[src/rtl/button_pkg.sv]
// Shared constants, state encoding and timing helpers for the push-button conditioner.
package button_pkg;

    localparam int unsigned SYS_CLK_HZ = 50_000_000;

    typedef enum logic [1:0] {
        REL_STABLE = 2'd0,
        REL_ARMING = 2'd1,
        PRS_STABLE = 2'd2,
        PRS_ARMING = 2'd3
    } btn_state_t;

    // Whole milliseconds to clock cycles at the given clock frequency.
    function automatic int unsigned cycles_from_ms(input int unsigned clk_hz, input int unsigned ms);
        return (clk_hz / 1000) * ms;
    endfunction

endpackage

[src/rtl/button_channel.sv]
// One button channel: two-flop synchroniser, debounce state machine,
// registered clean level, press/release pulses and a one-shot long-press pulse.
module button_channel
    import button_pkg::*;
#(
    parameter int unsigned DEBOUNCE_CYCLES   = cycles_from_ms(SYS_CLK_HZ, 20),
    parameter int unsigned LONG_PRESS_CYCLES = cycles_from_ms(SYS_CLK_HZ, 1000),
    parameter bit          ACTIVE_LOW        = 1'b1
) (
    input  logic sys_clk_50m,
    input  logic sys_rst,
    input  logic button,
    output logic level,
    output logic press_pulse,
    output logic release_pulse,
    output logic long_press_pulse
);

    localparam int unsigned DB_W   = $clog2(DEBOUNCE_CYCLES);
    localparam int unsigned HOLD_W = (LONG_PRESS_CYCLES > 1) ? $clog2(LONG_PRESS_CYCLES) : 1;
    localparam logic [DB_W-1:0]   DB_LAST   = DB_W'(DEBOUNCE_CYCLES - 1);
    localparam logic [HOLD_W-1:0] HOLD_LAST = HOLD_W'(LONG_PRESS_CYCLES - 1);

    logic              s1;
    logic              s2;
    btn_state_t        state_q;
    btn_state_t        state_d;
    logic [DB_W-1:0]   db_cnt_q;
    logic [DB_W-1:0]   db_cnt_d;
    logic [HOLD_W-1:0] hold_cnt_q;
    logic [HOLD_W-1:0] hold_cnt_d;
    logic              long_done_q;
    logic              long_done_d;
    logic              level_d;
    logic              press_d;
    logic              release_d;
    logic              long_d;

    // Synchroniser; reset value is the released level.
    always_ff @(posedge sys_clk_50m) begin
        if (sys_rst) begin
            s1 <= 1'b0;
            s2 <= 1'b0;
        end else begin
            s1 <= button ^ ACTIVE_LOW;
            s2 <= s1;
        end
    end

    // State, counters and registered outputs.
    always_ff @(posedge sys_clk_50m) begin
        if (sys_rst) begin
            state_q          <= REL_STABLE;
            db_cnt_q         <= '0;
            hold_cnt_q       <= '0;
            long_done_q      <= 1'b0;
            level            <= 1'b0;
            press_pulse      <= 1'b0;
            release_pulse    <= 1'b0;
            long_press_pulse <= 1'b0;
        end else begin
            state_q          <= state_d;
            db_cnt_q         <= db_cnt_d;
            hold_cnt_q       <= hold_cnt_d;
            long_done_q      <= long_done_d;
            level            <= level_d;
            press_pulse      <= press_d;
            release_pulse    <= release_d;
            long_press_pulse <= long_d;
        end
    end

    // Next-state logic: any cycle where s2 matches the accepted level restarts the count.
    always_comb begin
        state_d     = state_q;
        db_cnt_d    = db_cnt_q;
        hold_cnt_d  = hold_cnt_q;
        long_done_d = long_done_q;
        level_d     = level;
        press_d     = 1'b0;
        release_d   = 1'b0;
        long_d      = 1'b0;

        case (state_q)
            REL_STABLE: begin
                if (s2) begin
                    state_d  = REL_ARMING;
                    db_cnt_d = DB_W'(1);
                end else begin
                    db_cnt_d = '0;
                end
            end
            REL_ARMING: begin
                if (!s2) begin
                    state_d  = REL_STABLE;
                    db_cnt_d = '0;
                end else if (db_cnt_q == DB_LAST) begin
                    state_d  = PRS_STABLE;
                    db_cnt_d = '0;
                    level_d  = 1'b1;
                    press_d  = 1'b1;
                end else begin
                    db_cnt_d = db_cnt_q + DB_W'(1);
                end
            end
            PRS_STABLE: begin
                if (!s2) begin
                    state_d  = PRS_ARMING;
                    db_cnt_d = DB_W'(1);
                end else begin
                    db_cnt_d = '0;
                end
            end
            PRS_ARMING: begin
                if (s2) begin
                    state_d  = PRS_STABLE;
                    db_cnt_d = '0;
                end else if (db_cnt_q == DB_LAST) begin
                    state_d   = REL_STABLE;
                    db_cnt_d  = '0;
                    level_d   = 1'b0;
                    release_d = 1'b1;
                end else begin
                    db_cnt_d = db_cnt_q + DB_W'(1);
                end
            end
            default: begin
                state_d  = REL_STABLE;
                db_cnt_d = '0;
                level_d  = 1'b0;
            end
        endcase

        // Release wins over a long-press that would land on the same edge.
        if (!level || release_d) begin
            hold_cnt_d  = '0;
            long_done_d = 1'b0;
        end else if (!long_done_q) begin
            if (hold_cnt_q == HOLD_LAST) begin
                long_d      = 1'b1;
                long_done_d = 1'b1;
            end else begin
                hold_cnt_d = hold_cnt_q + HOLD_W'(1);
            end
        end
    end

endmodule

[src/rtl/button_conditioner.sv]
// Conditions raw push-button pins into debounced levels and press/release/long-press pulses.
module button_conditioner
    import button_pkg::*;
#(
    parameter int unsigned NUM_BUTTONS       = 4,
    parameter int unsigned DEBOUNCE_CYCLES   = cycles_from_ms(SYS_CLK_HZ, 20),
    parameter int unsigned LONG_PRESS_CYCLES = cycles_from_ms(SYS_CLK_HZ, 1000),
    parameter bit          ACTIVE_LOW        = 1'b1
) (
    input  logic                   sys_clk_50m,
    input  logic                   sys_rst,
    input  logic [NUM_BUTTONS-1:0] buttons,
    output logic [NUM_BUTTONS-1:0] buttons_level,
    output logic [NUM_BUTTONS-1:0] press_pulse,
    output logic [NUM_BUTTONS-1:0] release_pulse,
    output logic [NUM_BUTTONS-1:0] long_press_pulse
);

    // Channels are fully independent.
    for (genvar i = 0; i < NUM_BUTTONS; i++) begin : g_ch
        button_channel #(
            .DEBOUNCE_CYCLES  (DEBOUNCE_CYCLES),
            .LONG_PRESS_CYCLES(LONG_PRESS_CYCLES),
            .ACTIVE_LOW       (ACTIVE_LOW)
        ) u_ch (
            .sys_clk_50m     (sys_clk_50m),
            .sys_rst         (sys_rst),
            .button          (buttons[i]),
            .level           (buttons_level[i]),
            .press_pulse     (press_pulse[i]),
            .release_pulse   (release_pulse[i]),
            .long_press_pulse(long_press_pulse[i])
        );
    end

endmodule
[config.mk]
export PLATFORM = sky130hd
export DESIGN_NAME = button_conditioner
export DESIGN_NICKNAME = d
export VERILOG_FILES = /design/src/rtl/button_pkg.sv /design/src/rtl/button_channel.sv /design/src/rtl/button_conditioner.sv
export SDC_FILE = /design/constraint.sdc
export NUM_CORES = 1
export LEC_CHECK = 0
export CAP_MARGIN = 20
export CORE_MARGIN = 2
export CORE_UTILIZATION = 30
export CTS_CLUSTER_DIAMETER = 80
export DETAILED_ROUTE_END_ITERATION = 10
export SYNTH_ARGS = -nofsm -noshare
export SYNTH_HDL_FRONTEND = slang
export SYNTH_HIERARCHICAL = 1
export SYNTH_SLANG_ARGS = --single-unit
[constraint.sdc]
create_clock -name sys_clk_50m -period 2.4 [get_ports sys_clk_50m]
set_input_delay 0.72 -clock sys_clk_50m [delete_from_list [all_inputs] [get_ports sys_clk_50m]]
set_output_delay 0.72 -clock sys_clk_50m [all_outputs]
set_load 0.03 [all_outputs]
[After elaboration in Yosys (flattened, before gate mapping)]
Index checks and enable logic that the tools add are counted.
Cells by class
  shifts and indexed selects: 0
  multiply operators: 0
  mux-type cells: 92
  div/mod/pow operators: 0
  reduce and logical (&&, ||, !) cells: 40
  add/subtract/negate cells: 8
  order comparisons: 0
  bitwise logic cells: 20
  equality and inequality tests: 52
Operators with widths (number)
  case mux 20 bit (4 select lines): 4
  two-way mux 20 bit: 12
  adder 26 x 1 -> 26 bit, second input constant: 4
  equality test 26 bit, second input constant: 4
  adder 20 x 1 -> 20 bit, second input constant: 4
  equality test 20 bit, second input constant: 4
  two-way mux 2 bit: 24
  two-way mux 1 bit: 44
  != test 2 x 1 -> 1 bit, second input constant: 16
  case mux 2 bit (4 select lines): 4
  OR reduction 3 bit: 8
  NOT 1 bit: 20
  AND reduction 5 bit: 4
  equality test 2 bit, second input constant: 8
  != test 2 bit, second input constant: 8
  AND reduction 4 bit: 4
  != test 3 x 1 -> 1 bit, second input constant: 4
  != test 3 bit, second input constant: 4
  equality test 2 x 1 -> 1 bit, second input constant: 4
  zero test 2 bit: 4
  case mux 1 bit (2 select lines): 4
  AND reduction 2 bit: 4
  nonzero test 2 bit: 4
  OR reduction 2 bit: 4
  2 further kinds: 8
Word-level totals
  word-level logic and storage cells: 252
  bits in registers: 220
  bits in read-only memories: 0
  memories kept: 0
  output and inout port bits: 16
  latch bits: 0
  bits of input ports: 6
  RAM bits: 0

[Logic depth before layout (Yosys ltp)]
Gate-level depths: netlist (run 1).
  depth in word-level cells: 6
  mapped depth: 8
  mapped depth without buffers: 6

[Modules after synthesis]
The synthesis (run 1) kept the hierarchy.
Modules (own cells, without submodules)
  button_channel (g_ch[0].u_ch ...): seq. area each 1101.1 µm², cells each 282, instances 3, area each 2486.1 µm²
  button_channel (g_ch[3].u_ch): seq. area each 1101.1 µm², cells each 281, instances 1, area each 2466.1 µm²

[Worst setup path after synthesis (run 1)]
OpenSTA, ideal clock, no wires.
  path kind: reg2reg
  start point: register g_ch[3].u_ch.db_cnt_q[15]
  end point: register g_ch[3].u_ch.hold_cnt_q[20]
  stages on the path, launching flop included: 8
  period minus slack after synthesis: 1.931 ns
  path buffers: 2
  setup time: 0.125 ns
  slack: 0.469 ns
  required time: 2.275 ns
  data arrival time: 1.806 ns
  cells stage by stage: dfxtp_1 or4b_2 nor4_1 and2_1 a311o_1 clkbuf_8 clkbuf_8 a21oi_1
Between the ends
  word-level cells in the longest chain between the ends: 6
RTL lines
  from (decl): RTL line button_channel.sv:28  | logic [DB_W-1:0] db_cnt_q;
  from (signal assigned): RTL line button_channel.sv:63  | db_cnt_q <= db_cnt_d;
  equality test 20 bit: RTL line button_channel.sv:118  | end else if (db_cnt_q == DB_LAST) begin
  two-way mux 1 bit: RTL line button_channel.sv:118
  two-way mux 1 bit: RTL line button_channel.sv:115  | if (s2) begin
  two-way mux 1 bit: RTL line button_channel.sv:84  | case (state_q)
  logical OR 1 bit: RTL line button_channel.sv:135  | if (!level || release_d) begin
  OR reduction 2 bit (no line)
  to (signal assigned): RTL line button_channel.sv:64  | hold_cnt_q <= hold_cnt_d;
  to (decl): RTL line button_channel.sv:30  | logic [HOLD_W-1:0] hold_cnt_q;
No other way between the ends.
A chain may end at the register's enable or synchronous reset.

[Final worst setup path (run 1)]
  start point: register g_ch[3].u_ch.level
  end point: output buttons_level[3]
RTL lines
  from (decl): RTL line button_channel.sv:13  | output logic level,
  from (signal assigned): RTL line button_channel.sv:66  | level <= level_d;
  to (decl): RTL line button_conditioner.sv:13  | output logic [NUM_BUTTONS-1:0] buttons_level,
No word-level cell between the ends.

==> results of run 1 <==
[per-layer routing]
metal | vias up | wire length [um] | track usage
met1 | 3539 | 9640 | 0.154
met2 | 77 | 8180 | 0.180
met5 | - | 0 | 0
li1 | 3959 | - | -
met4 | 0 | 395 | 0.0362
met3 | 26 | 518 | 0.0137
[worst reg2reg max path: cells and delay by family, from the launching register on]
kind                   cells  cell delay (ns)
and+or+nand+nor            3             1.14
AOI/OAI and AO/OA          2             0.41
DFF                        1             0.32
buffers and inverters      1             0.19
[worst max-delay path by stage]
stage	from	to	slack [ns]	cells past startpoint
finish	g_ch[3].u_ch/level	buttons_level[3]	0.06	1
global route	g_ch[3].u_ch/level	buttons_level[3]	0.02	1
CTS	g_ch[3].u_ch/level	buttons_level[3]	0.03	1
detailed placement	sys_rst	g_ch[0].u_ch/db_cnt_q[15]	0.12	6
global placement	sys_rst	g_ch[1].u_ch/db_cnt_q[4]	0.15	6
floorplan	g_ch[3].u_ch/db_cnt_q[15]	g_ch[3].u_ch/hold_cnt_q[20]	0.47	7
[flip-flops by register name, summed over array words and instances, names as in the netlist, named ones only]
register                    flops
g_ch.u_ch/db_cnt_q             80
g_ch.u_ch/hold_cnt_q          104
g_ch.u_ch/level                 4
g_ch.u_ch/long_done_q           4
g_ch.u_ch/long_press_pulse      4
g_ch.u_ch/press_pulse           4
g_ch.u_ch/release_pulse         4
g_ch.u_ch/s1                    4
g_ch.u_ch/s2                    4
g_ch.u_ch/state_q               4
[power breakdown]
part / leakage (nW) / internal (W) / total, W / switching, W
Clock: 0.435 / 0.00251 / 0.00399 / 0.00149
Combinational: 1.24 / 0.0000578 / 0.000136 / 0.0000777
Sequential: 1.77 / 0.00367 / 0.00369 / 0.0000168
[cell families (layout without fill, tap and decap cells)]
family | after synthesis | count (layout) | synth area share
XOR/XNOR | 142 | 142 | 0.125
multiplexers | 12 | 12 | 0.0126
AND/OR/NAND/NOR | 577 | 577 | 0.309
adder cells (fa/ha/maj) | 8 | 8 | 0.0101
AO/OA/AOI/OAI | 99 | 99 | 0.0600
buffers and inverters | 69 | 119 | 0.0392
flip-flops | 220 | 220 | 0.444
[per-stage QoR]
stage	area (sq um)	setup slack [ns]	cells	utilization	power, W
6_report	11500	0.0631	1619	0.354	0.00782
5_1_grt	11500	0.0227	1619	0.354	0.00811
4_1_cts	11500	0.0256	1619	0.354	0.00794
3_5_place_dp	10600	0.119	1575	0.327	0.00391
3_3_place_gp	10600	0.149	1575	0.327	0.00391
2_1_floorplan	9920	0.469	1127	-	0.00385
[cells in the final DEF (no fill, tap or decap), drive strengths merged, types with 16 or more instances in the layout]
master,n
clkbuf,36
xor2,60
and3,17
or3,20
clkdlybuf4s50,21
xnor2,82
nor4,28
inv,35
nand2,76
o21ai,29
nor3,33
and4,25
a21oi,36
nand4,32
nor2,207
dfxtp,220
buf,20
or4,16
nand3,59
[Yosys cell counts, types with 14 or more instances]
cell type / count
dfxtp_1: 220
nor2_1: 204
xnor2_1: 82
nand2_1: 76
xor2_1: 60
nand3_1: 56
a21oi_1: 36
inv_1: 34
nor3_1: 33
nand4_1: 31
and4_1: 25
nor4_1: 25
o21ai_0: 23
or3_1: 16
and3_1: 14
[area by class of cell]
class                      instances  area (sq um)
clock inverter                     8           124
fill                            3381         21000
clock buffer                      36           757
sequential                       220          4400
inverter                          34           128
multi-input combinational        838          5130
tap                              442           553
timing repair buffer              41           423
==> results.toml, run 1 <==
[outcome]
status = "complete, no violations"

[critical_path]
cp_data_required_time_ns = 1.68
r2r-start = "g_ch[3].u_ch/db_cnt_q[15]"
cp.arrival_ns = 1.62
reg2reg_depth = 6
path_class = "flip-flop to output port"
cpPeakStageDelay_ns = 0.70
crit_buf_inv = 1
worst_setup_path_end_kind = "output port"
worstPathMaxFanout = 3
regToRegSetupSlack_ns = 0.23
crit_family = "buffers and inverters"
cp_slowest_cell = "clkdlybuf4s50_1"
timing.critical_path.from_type = "flip-flop"
r2r-end = "g_ch[3].u_ch/hold_cnt_q[14]"
cp_cell_sequence = "clkdlybuf4s50_1"

[timing]
hold_viol = 0
fin_skew_ns = 0.00792
tightestPinTransition_ns = 0.706
fmaxAchievable_mhz = 428
slew-limit-headroom = 0.525
drv_slew = 0
fin_crit_ns = 2.34
rsz0062_at_grt = "no"
setup_tns_ns = 0
hold_ws_ns = 0.428
setup_violations = 0
fin_crit_sh = 0.974

[routing]
first_pass_iters = 4
drc = 0
wl_mm = 18.7
vias_per_cell = 4.69
vias = 7601
avgRoutedWirePerCell_um = 11.6
antenna_left = 0
drt_iter0_drc = 317

[floorplanning]
core_sq_mm = 0.0325
rows = 66
io_pins = 22
die_h_um = 186
die_area_sq_mm = 0.0346
start_util = 0.305
fp.dieW_um = 186

[layout]
nets = 1174
area_growth_pct = 16.1
n_antenna_cell = 0
drive_gt1_frac = 0.0807

[logic_synthesis]
synth_top_area_frac = 0.444
netlist_area_sq_mm = 0.00992
yosys_warnings = 6
yosys.area.top_type = "dfxtp_1"
ys_ff_latch = 220
syn_area_per_cell_sq_um = 8.81
seq_area_frac_synth = 0.444
ys_types = 57
async_flop_share = 0
syn_nets = 1141
synth_edf_count = 0
synthTopCellsByArea = "dfxtp_1 (44%), nor2_1 (7.7%), xnor2_1 (7.2%)"
synthCells = 1127
synth-main-ff-cell = "dfxtp_1"

[min_path]
min_from = "g_ch[0].u_ch/s1"
min_to = "g_ch[0].u_ch/s2"
hp-class = "flip-flop to flip-flop"
holdPathStages = 1

[placement]
gp_congestion = 0.753
dp_hpwl_mm = 12.6
portBuffers = 21

[clocking]
ctsHtreeMaxLevel = 1
cts.clk_slew.worst_paths_ns = 0.06
clk_latency_ns = 0.51
root_buffer = "clkbuf_16"
clock_sinks = 220
ctsHoldBuffers = 0
cts_buffers = 25
ctsResizeCount = 0
clk_path_buf_depth = 3
cts_tree = "done"
cts_setup_buffers = 0

[power_and_ir_drop]
cellPowerDensity_mw_per_mm2 = 678
power_leakage_nw = 3.45
vdd_drop_max_mv = 0.375

[global_routing]
grt_pass1_vias = 7161
grt_usage = 0.111
grt_pass1_wl_mm = 33.2
antenna_found_initial = 0
gr-total-overflow = 0
grt_max_degree = 29

[flow_run]
cap_violations = 0
Power figures use the tool's default switching activity.
==> inputs of run 2 (changes only) <==
Settings changed: TNS_END_PERCENT from default to 10.
==> results of run 2 <==
Final layout, timing and power as in run 1 (identical DEF).
